`src/rtl/mem_burst_scheduler.sv`:
```
// mem_burst_scheduler: round-robin burst scheduler for the cell-RAM path.
// Serves NUM_CH write channels (FIFO->RAM) and NUM_CH read channels (RAM->FIFO),
// each owning a ring-buffer region, and issues one burst command at a time.
// Optional feature macro: MEM_SCHED_PARTIAL_FLUSH_EN (adds flush_req and
// variable-length partial bursts; when undefined cmd_len is always BURST).
module mem_burst_scheduler #(
    parameter int unsigned NUM_CH    = 4,
    parameter int unsigned CH_W      = 2,
    parameter int unsigned LEVEL_W   = 12,
    parameter int unsigned REGION_AW = 21,
    parameter int unsigned BURST     = 16
) (
    input  logic                             clk,
    input  logic                             reset,
    input  logic [NUM_CH*LEVEL_W-1:0]        wr_level,
    input  logic [NUM_CH*LEVEL_W-1:0]        rd_space,
`ifdef MEM_SCHED_PARTIAL_FLUSH_EN
    input  logic [NUM_CH-1:0]                flush_req,
`endif
    output logic                             cmd_valid,
    input  logic                             cmd_ready,
    output logic                             cmd_dir,
    output logic [CH_W-1:0]                  cmd_ch,
    output logic [CH_W+REGION_AW-1:0]        cmd_addr,
    output logic [REGION_AW:0]               cmd_len,
    input  logic                             cmd_done,
    output logic [NUM_CH*(REGION_AW+1)-1:0]  ram_fill,
    output logic                             busy
);

    localparam int unsigned PW   = REGION_AW + 1;
    localparam int unsigned NR   = 2 * NUM_CH;
    localparam int unsigned RR_W = $clog2(NR);
    localparam int unsigned CW   = (LEVEL_W > PW) ? LEVEL_W : PW;

    localparam logic [PW-1:0] REGION_WORDS = {1'b1, {REGION_AW{1'b0}}};
    localparam logic [PW-1:0] BURST_LEN    = PW'(BURST);
    localparam logic [CW-1:0] BURST_CW     = CW'(BURST);

    typedef enum logic [1:0] {
        ST_IDLE  = 2'd0,
        ST_ISSUE = 2'd1,
        ST_WAIT  = 2'd2
    } state_t;

    state_t state_q, state_d;

    logic [PW-1:0]   wp_q [NUM_CH];
    logic [PW-1:0]   rp_q [NUM_CH];
    logic [PW-1:0]   fill [NUM_CH];
    logic [PW-1:0]   free [NUM_CH];
    logic [CW-1:0]   lvl_e [NUM_CH];
    logic [CW-1:0]   spc_e [NUM_CH];
    logic [NR-1:0]   elig_full;
    logic [RR_W-1:0] rr_q;

    logic                 found;
    logic [RR_W-1:0]      pick;
    logic [RR_W-1:0]      scan_idx;
    logic                 pick_dir;
    logic [CH_W-1:0]      pick_ch;
    logic [REGION_AW-1:0] pick_lo;
    logic [PW-1:0]        pick_len;
    logic                 grant;
    logic                 done_acc;

`ifdef MEM_SCHED_PARTIAL_FLUSH_EN
    logic [NR-1:0]   elig_flush;
    logic [PW-1:0]   req_len [NR];
    logic            use_flush;

    function automatic logic [CW-1:0] min_cw(input logic [CW-1:0] a, input logic [CW-1:0] b);
        return (a < b) ? a : b;
    endfunction
`endif

    // Per-channel occupancy and full-burst eligibility of every requestor
    always_comb begin
        elig_full = '0;
        for (int unsigned c = 0; c < NUM_CH; c++) begin
            fill[c]  = wp_q[c] - rp_q[c];
            free[c]  = REGION_WORDS - fill[c];
            lvl_e[c] = CW'(wr_level[c*LEVEL_W +: LEVEL_W]);
            spc_e[c] = CW'(rd_space[c*LEVEL_W +: LEVEL_W]);
            elig_full[c]        = (lvl_e[c] >= BURST_CW) && (CW'(free[c]) >= BURST_CW);
            elig_full[NUM_CH+c] = (CW'(fill[c]) >= BURST_CW) && (spc_e[c] >= BURST_CW);
        end
    end

`ifdef MEM_SCHED_PARTIAL_FLUSH_EN
    // Partial-burst lengths, clipped so a burst never crosses the region end
    always_comb begin
        elig_flush = '0;
        for (int unsigned c = 0; c < NUM_CH; c++) begin
            req_len[c] = PW'(min_cw(min_cw(lvl_e[c], CW'(free[c])),
                         CW'(REGION_WORDS - PW'(wp_q[c][REGION_AW-1:0]))));
            req_len[NUM_CH+c] = PW'(min_cw(min_cw(CW'(fill[c]), spc_e[c]),
                         CW'(REGION_WORDS - PW'(rp_q[c][REGION_AW-1:0]))));
            elig_flush[c]        = !elig_full[c] && flush_req[c] && (req_len[c] != '0);
            elig_flush[NUM_CH+c] = !elig_full[NUM_CH+c] && flush_req[c]
                                   && (req_len[NUM_CH+c] != '0);
        end
    end
`endif

    // Round-robin scan from rr_q; partial bursts only when no full burst is possible
    always_comb begin
        found    = 1'b0;
        pick     = '0;
        scan_idx = '0;
`ifdef MEM_SCHED_PARTIAL_FLUSH_EN
        use_flush = 1'b0;
`endif
        for (int unsigned i = 0; i < NR; i++) begin
            scan_idx = rr_q + RR_W'(i);
            if (!found && elig_full[scan_idx]) begin
                found = 1'b1;
                pick  = scan_idx;
            end
        end
`ifdef MEM_SCHED_PARTIAL_FLUSH_EN
        for (int unsigned i = 0; i < NR; i++) begin
            scan_idx = rr_q + RR_W'(i);
            if (!found && !use_flush && elig_flush[scan_idx]) begin
                use_flush = 1'b1;
                pick      = scan_idx;
            end
        end
        found = found || use_flush;
`endif
    end

    // Command fields of the selected requestor
    always_comb begin
        pick_dir = (pick >= RR_W'(NUM_CH));
        pick_ch  = CH_W'(pick % RR_W'(NUM_CH));
        pick_lo  = pick_dir ? rp_q[pick_ch][REGION_AW-1:0] : wp_q[pick_ch][REGION_AW-1:0];
`ifdef MEM_SCHED_PARTIAL_FLUSH_EN
        pick_len = use_flush ? req_len[pick] : BURST_LEN;
`else
        pick_len = BURST_LEN;
`endif
    end

    // Next-state logic: IDLE picks, ISSUE waits for handshake, WAIT waits for done
    always_comb begin
        state_d  = state_q;
        grant    = 1'b0;
        done_acc = 1'b0;
        case (state_q)
            ST_IDLE: begin
                if (found) begin
                    state_d = ST_ISSUE;
                    grant   = 1'b1;
                end
            end
            ST_ISSUE: begin
                if (cmd_ready) begin
                    state_d = ST_WAIT;
                end
            end
            ST_WAIT: begin
                if (cmd_done) begin
                    state_d  = ST_IDLE;
                    done_acc = 1'b1;
                end
            end
            default: state_d = ST_IDLE;
        endcase
    end

    // State register with registered valid/busy decoded from the next state
    always_ff @(posedge clk) begin
        if (!reset) begin
            state_q   <= ST_IDLE;
            cmd_valid <= 1'b0;
            busy      <= 1'b0;
        end else begin
            state_q   <= state_d;
            cmd_valid <= (state_d == ST_ISSUE);
            busy      <= (state_d != ST_IDLE);
        end
    end

    // Capture command fields and advance the round-robin pointer on a grant
    always_ff @(posedge clk) begin
        if (!reset) begin
            rr_q     <= '0;
            cmd_dir  <= 1'b0;
            cmd_ch   <= '0;
            cmd_addr <= '0;
            cmd_len  <= '0;
        end else if (grant) begin
            rr_q     <= pick + RR_W'(1);
            cmd_dir  <= pick_dir;
            cmd_ch   <= pick_ch;
            cmd_addr <= {pick_ch, pick_lo};
            cmd_len  <= pick_len;
        end
    end

    // Ring pointers advance only when the outstanding burst completes
    always_ff @(posedge clk) begin
        if (!reset) begin
            for (int unsigned c = 0; c < NUM_CH; c++) begin
                wp_q[c] <= '0;
                rp_q[c] <= '0;
            end
        end else if (done_acc) begin
            if (cmd_dir) begin
                rp_q[cmd_ch] <= rp_q[cmd_ch] + cmd_len;
            end else begin
                wp_q[cmd_ch] <= wp_q[cmd_ch] + cmd_len;
            end
        end
    end

    // Registered occupancy, one cycle behind the pointers
    always_ff @(posedge clk) begin
        if (!reset) begin
            ram_fill <= '0;
        end else begin
            for (int unsigned c = 0; c < NUM_CH; c++) begin
                ram_fill[c*PW +: PW] <= fill[c];
            end
        end
    end

endmodule
```
`config.mk`:
```
export PLATFORM = sky130hd
export DESIGN_NAME = mem_burst_scheduler
export DESIGN_NICKNAME = d
export VERILOG_FILES = /design/src/rtl/mem_burst_scheduler.sv
export SDC_FILE = /design/constraint.sdc
export NUM_CORES = 1
export LEC_CHECK = 0
export ABC_AREA = 1
export CAP_MARGIN = 20
export CORE_MARGIN = 5
export CORE_UTILIZATION = 35
export CTS_CLUSTER_DIAMETER = 80
export CTS_CLUSTER_SIZE = 12
export DETAILED_ROUTE_END_ITERATION = 10
export PLACE_DENSITY = 0.59
export SLEW_MARGIN = 20
export SYNTH_ARGS = -nofsm -noshare
export SYNTH_HDL_FRONTEND = slang
export SYNTH_SLANG_ARGS = --single-unit
```
`constraint.sdc`:
```
create_clock -name clk -period 5.47 [get_ports clk]
set_input_delay 1.3675 -clock clk [delete_from_list [all_inputs] [get_ports clk]]
set_output_delay 1.3675 -clock clk [all_outputs]
set_load 0.03 [all_outputs]
```
==> results.toml <==
[run_status]
status = "finished clean"

[floorplanning]
initial_utilization_pct = 35.4
die_height_um = 262
num_rows = 92
dieArea_sq_um = 68900
core-area_sq_um = 63100
ios = 238
die_x_um = 262

[route]
postRouteAntennaNets = 0
via_per_inst = 5.10
vias = 23000
drt_first_pass_iters = 6
post_drt_wl_per_cell_um = 18.4
finalWirelength_mm = 83.2
drt_drc_violations_left = 0
dr.first_iter.drc_count = 2300

[critical_path]
critPathArrivalTime_ns = 5.69
path_max_fanout = 15
worst-r2r-setup-slack_ns = 0.27
cp.required_ns = 5.96
cpMostUsedCell = "nand2_1"
startpoint_type = "flop"
end_kind = "flop"
critical_path_class = "reg -> reg"
cpPeakStageDelay_ns = 0.46
cp_slowest_cell = "edfxtp_1"

[yosys]
ys.flop_type = "edfxtp_1"
synthTopCellsByArea = "edfxtp_1 24%, nand2_1 16%, dfxtp_1 11%, nand3_1 10%, nor2_1 8.7%"
synth_seq_cells = 298
synth_edf_count = 176
netlist.area_leader.share_pct = 23.7
async_reset_ff_share_pct = 0
synth_area_sq_um = 22300
synth_cells = 3428
yosys_warnings = 0
synth_top_cell_by_area = "edfxtp_1"
yosysMostFrequentCell = "nand2_1"
synth_cell_types = 53
avgSynthCellArea_sq_um = 6.51
ys_seq_area_share_pct = 34.6
synth.top_cells.by_count = "943 x nand2_1, 518 x nor2_1, 487 x inv_1"

[global_route]
grt.overflow.total = 0
grt_pass1_vias = 20500
grt_pass1_wl_mm = 123
track_usage_pct = 22.3
grt_max_degree = 71
grt_antenna_before_repair = 0

[final_layout]
drive_above_1_share_pct = 10.9
fill_cells = 6646
antennaDiodeCount = 0
fin_area_sq_um = 27400
areaGrowthSynthToFinish_pct = 22.8
nets = 3848

[pwr]
p_clk_share_pct = 18.3
seqPwrFrac_pct = 25.2
ir_drop_mv = 0.336
finalPower_mw = 11.1
leakage_nw = 12.8
internal_power_mw = 5.93
p_sw_mw = 5.19
sw_frac_of_total_pct = 46.7
comb_power_share_pct = 56.6
powerDensity_nw_per_um2 = 406

[clock_tree]
clk_pin_slew_ns = 0.07
numCtsBuffers = 31
cts_tree = "built"
clk_latency_ns = 0.61
clockRootBuffer = "clkbuf_16"
clock-sinks = 298
htreeDepth = 1
cts_hold_buf = 0
clockBufferDepth = 3

[timing]
final_hold_viol_count = 0
finalCriticalPeriod_ns = 5.20
final_max_slew_viol_count = 0
fin_crit_sh_pct = 95.1
worst_slew_pin_slew_ns = 1.04
max_freq_mhz = 192
fin_worst_skew_ns = 0.0234
fin_tns_setup_ns = 0
maxSlewHeadroom_pct = 30.5
setup_violations = 0

[placed_design]
portBuffers = 184
dp_hpwl_mm = 63.1
gp_congestion = 0.998
place_area_sq_um = 25400

[flow_run]
max_cap_viol_count = 0

[hold_path]
min_path_type = "reg -> reg"
-- layout make-up --
type / count / area (sq um) / area share (%)
Timing Repair Buffer: 299 / 3030 / 11.1
Tap cell: 846 / 1060 / 3.86
Sequential cell: 298 / 7730 / 28.2
Multi-Input combinational cell: 2497 / 12700 / 46.3
Clock buffer: 50 / 870 / 3.17
Inverter: 526 / 1980 / 7.21
Clock inverter: 5 / 40.0 / 0.146
-- cells by family after synthesis --
kind of cell               after synthesis  share of synthesized area (%)
xor gates and xnor gates                28                           1.13
AOI/OAI and AO/OA                      251                           6.53
and+or+nand+nor                       2102                           40.2
buffers and inverters                  653                           12.0
DFF                                    298                           34.6
other                                    1                         0.0168
adders and majority gates               95                           5.46
-- registers in the layout, indices dropped and copies added, names as in the netlist, named ones only --
signal	count
rr_q	3
cmd_len	1
busy	1
cmd_valid	1
state_q	2
wp_q	88
cmd_dir	1
cmd_addr	21
cmd_ch	2
ram_fill	88
rp_q	88
-- worst max-delay path: cells and delay by family, from the launching register on --
| kind | cells | cell delay [ns] |
|---|---|---|
| AO/OA/AOI/OAI | 2 | 0.44 |
| adder cells (fa/ha/maj) | 1 | 0.29 |
| buffers and inverters | 7 | 0.88 |
| flip-flops | 1 | 0.46 |
| AND/OR/NAND/NOR | 23 | 3.02 |
-- routing by layer --
layer,global-route usage (%),vias to the layer above,share of wire [%]
li1,-,11400,-
met4,9.89,0,5.9
met3,3.63,192,7.8
met2,36.4,918,45
met5,0,-,0
met1,29.2,10500,41
-- power by group through the flow --
| stage | Sequential, mW | Combinational, mW | Clock, mW |
|---|---|---|---|
| 2_1_floorplan | 3.03 | 3.27 | 0 |
| 5_1_grt | 2.82 | 6.73 | 2.14 |
| 3_5_place_dp | 2.84 | 5.48 | 0 |
| 3_3_place_gp | 2.84 | 5.45 | 0 |
| 4_1_cts | 2.79 | 5.51 | 2.07 |
| 6_report | 2.80 | 6.29 | 2.03 |
-- per-stage QoR --
stage / setup WS (ns) / hold WS [ns] / std cells / utilization, %
2_1_floorplan: 0.933 / 0.562 / 3448 / -
3_3_place_gp: 0.0629 / 0.551 / 4439 / 40.3
3_5_place_dp: 0.0497 / 0.548 / 4439 / 40.3
6_report: 0.265 / 0.567 / 4521 / 43.4
5_1_grt: -0.0129 / 0.610 / 4521 / 43.4
4_1_cts: 0.0246 / 0.570 / 4494 / 41.8
-- layout by cell type, fill, tap and decap left out, types with 20 or more instances in the layout --
cell and n:
nand2_1 904, nor2_1 483, inv_1 481, nand3_1 420
clkdlybuf4s50_1 184, edfxtp_1 176, dfxtp_1 121, a21oi_1 109
buf_4 90, ha_1 72, nor3_1 56, o21ai_0 56
nand2_2 49, nand3_2 39, inv_2 38, nor2_2 38
clkbuf_16 38, nand4_1 34, a32oi_1 21, conb_1 21
nor4_1 20
-- timing repair --
action	CTS	global route
gates resized for setup	0	185
buffers inserted	0	21
endpoints found under the setup margin	0	33
-- path summary, 6_finish.rpt --
| path | startpoint | end | cells after the start |
|---|---|---|---|
| worst min register to register | cmd_addr[14] | cmd_addr[14] | 4 |
| worst max register to register | rp_q[1][6] | cmd_addr[3] | 33 |
| worst max-delay path | rp_q[1][6] | cmd_addr[3] | 33 |
| worst min-delay path | cmd_addr[14] | cmd_addr[14] | 4 |
(Power assumes the default switching activity.)
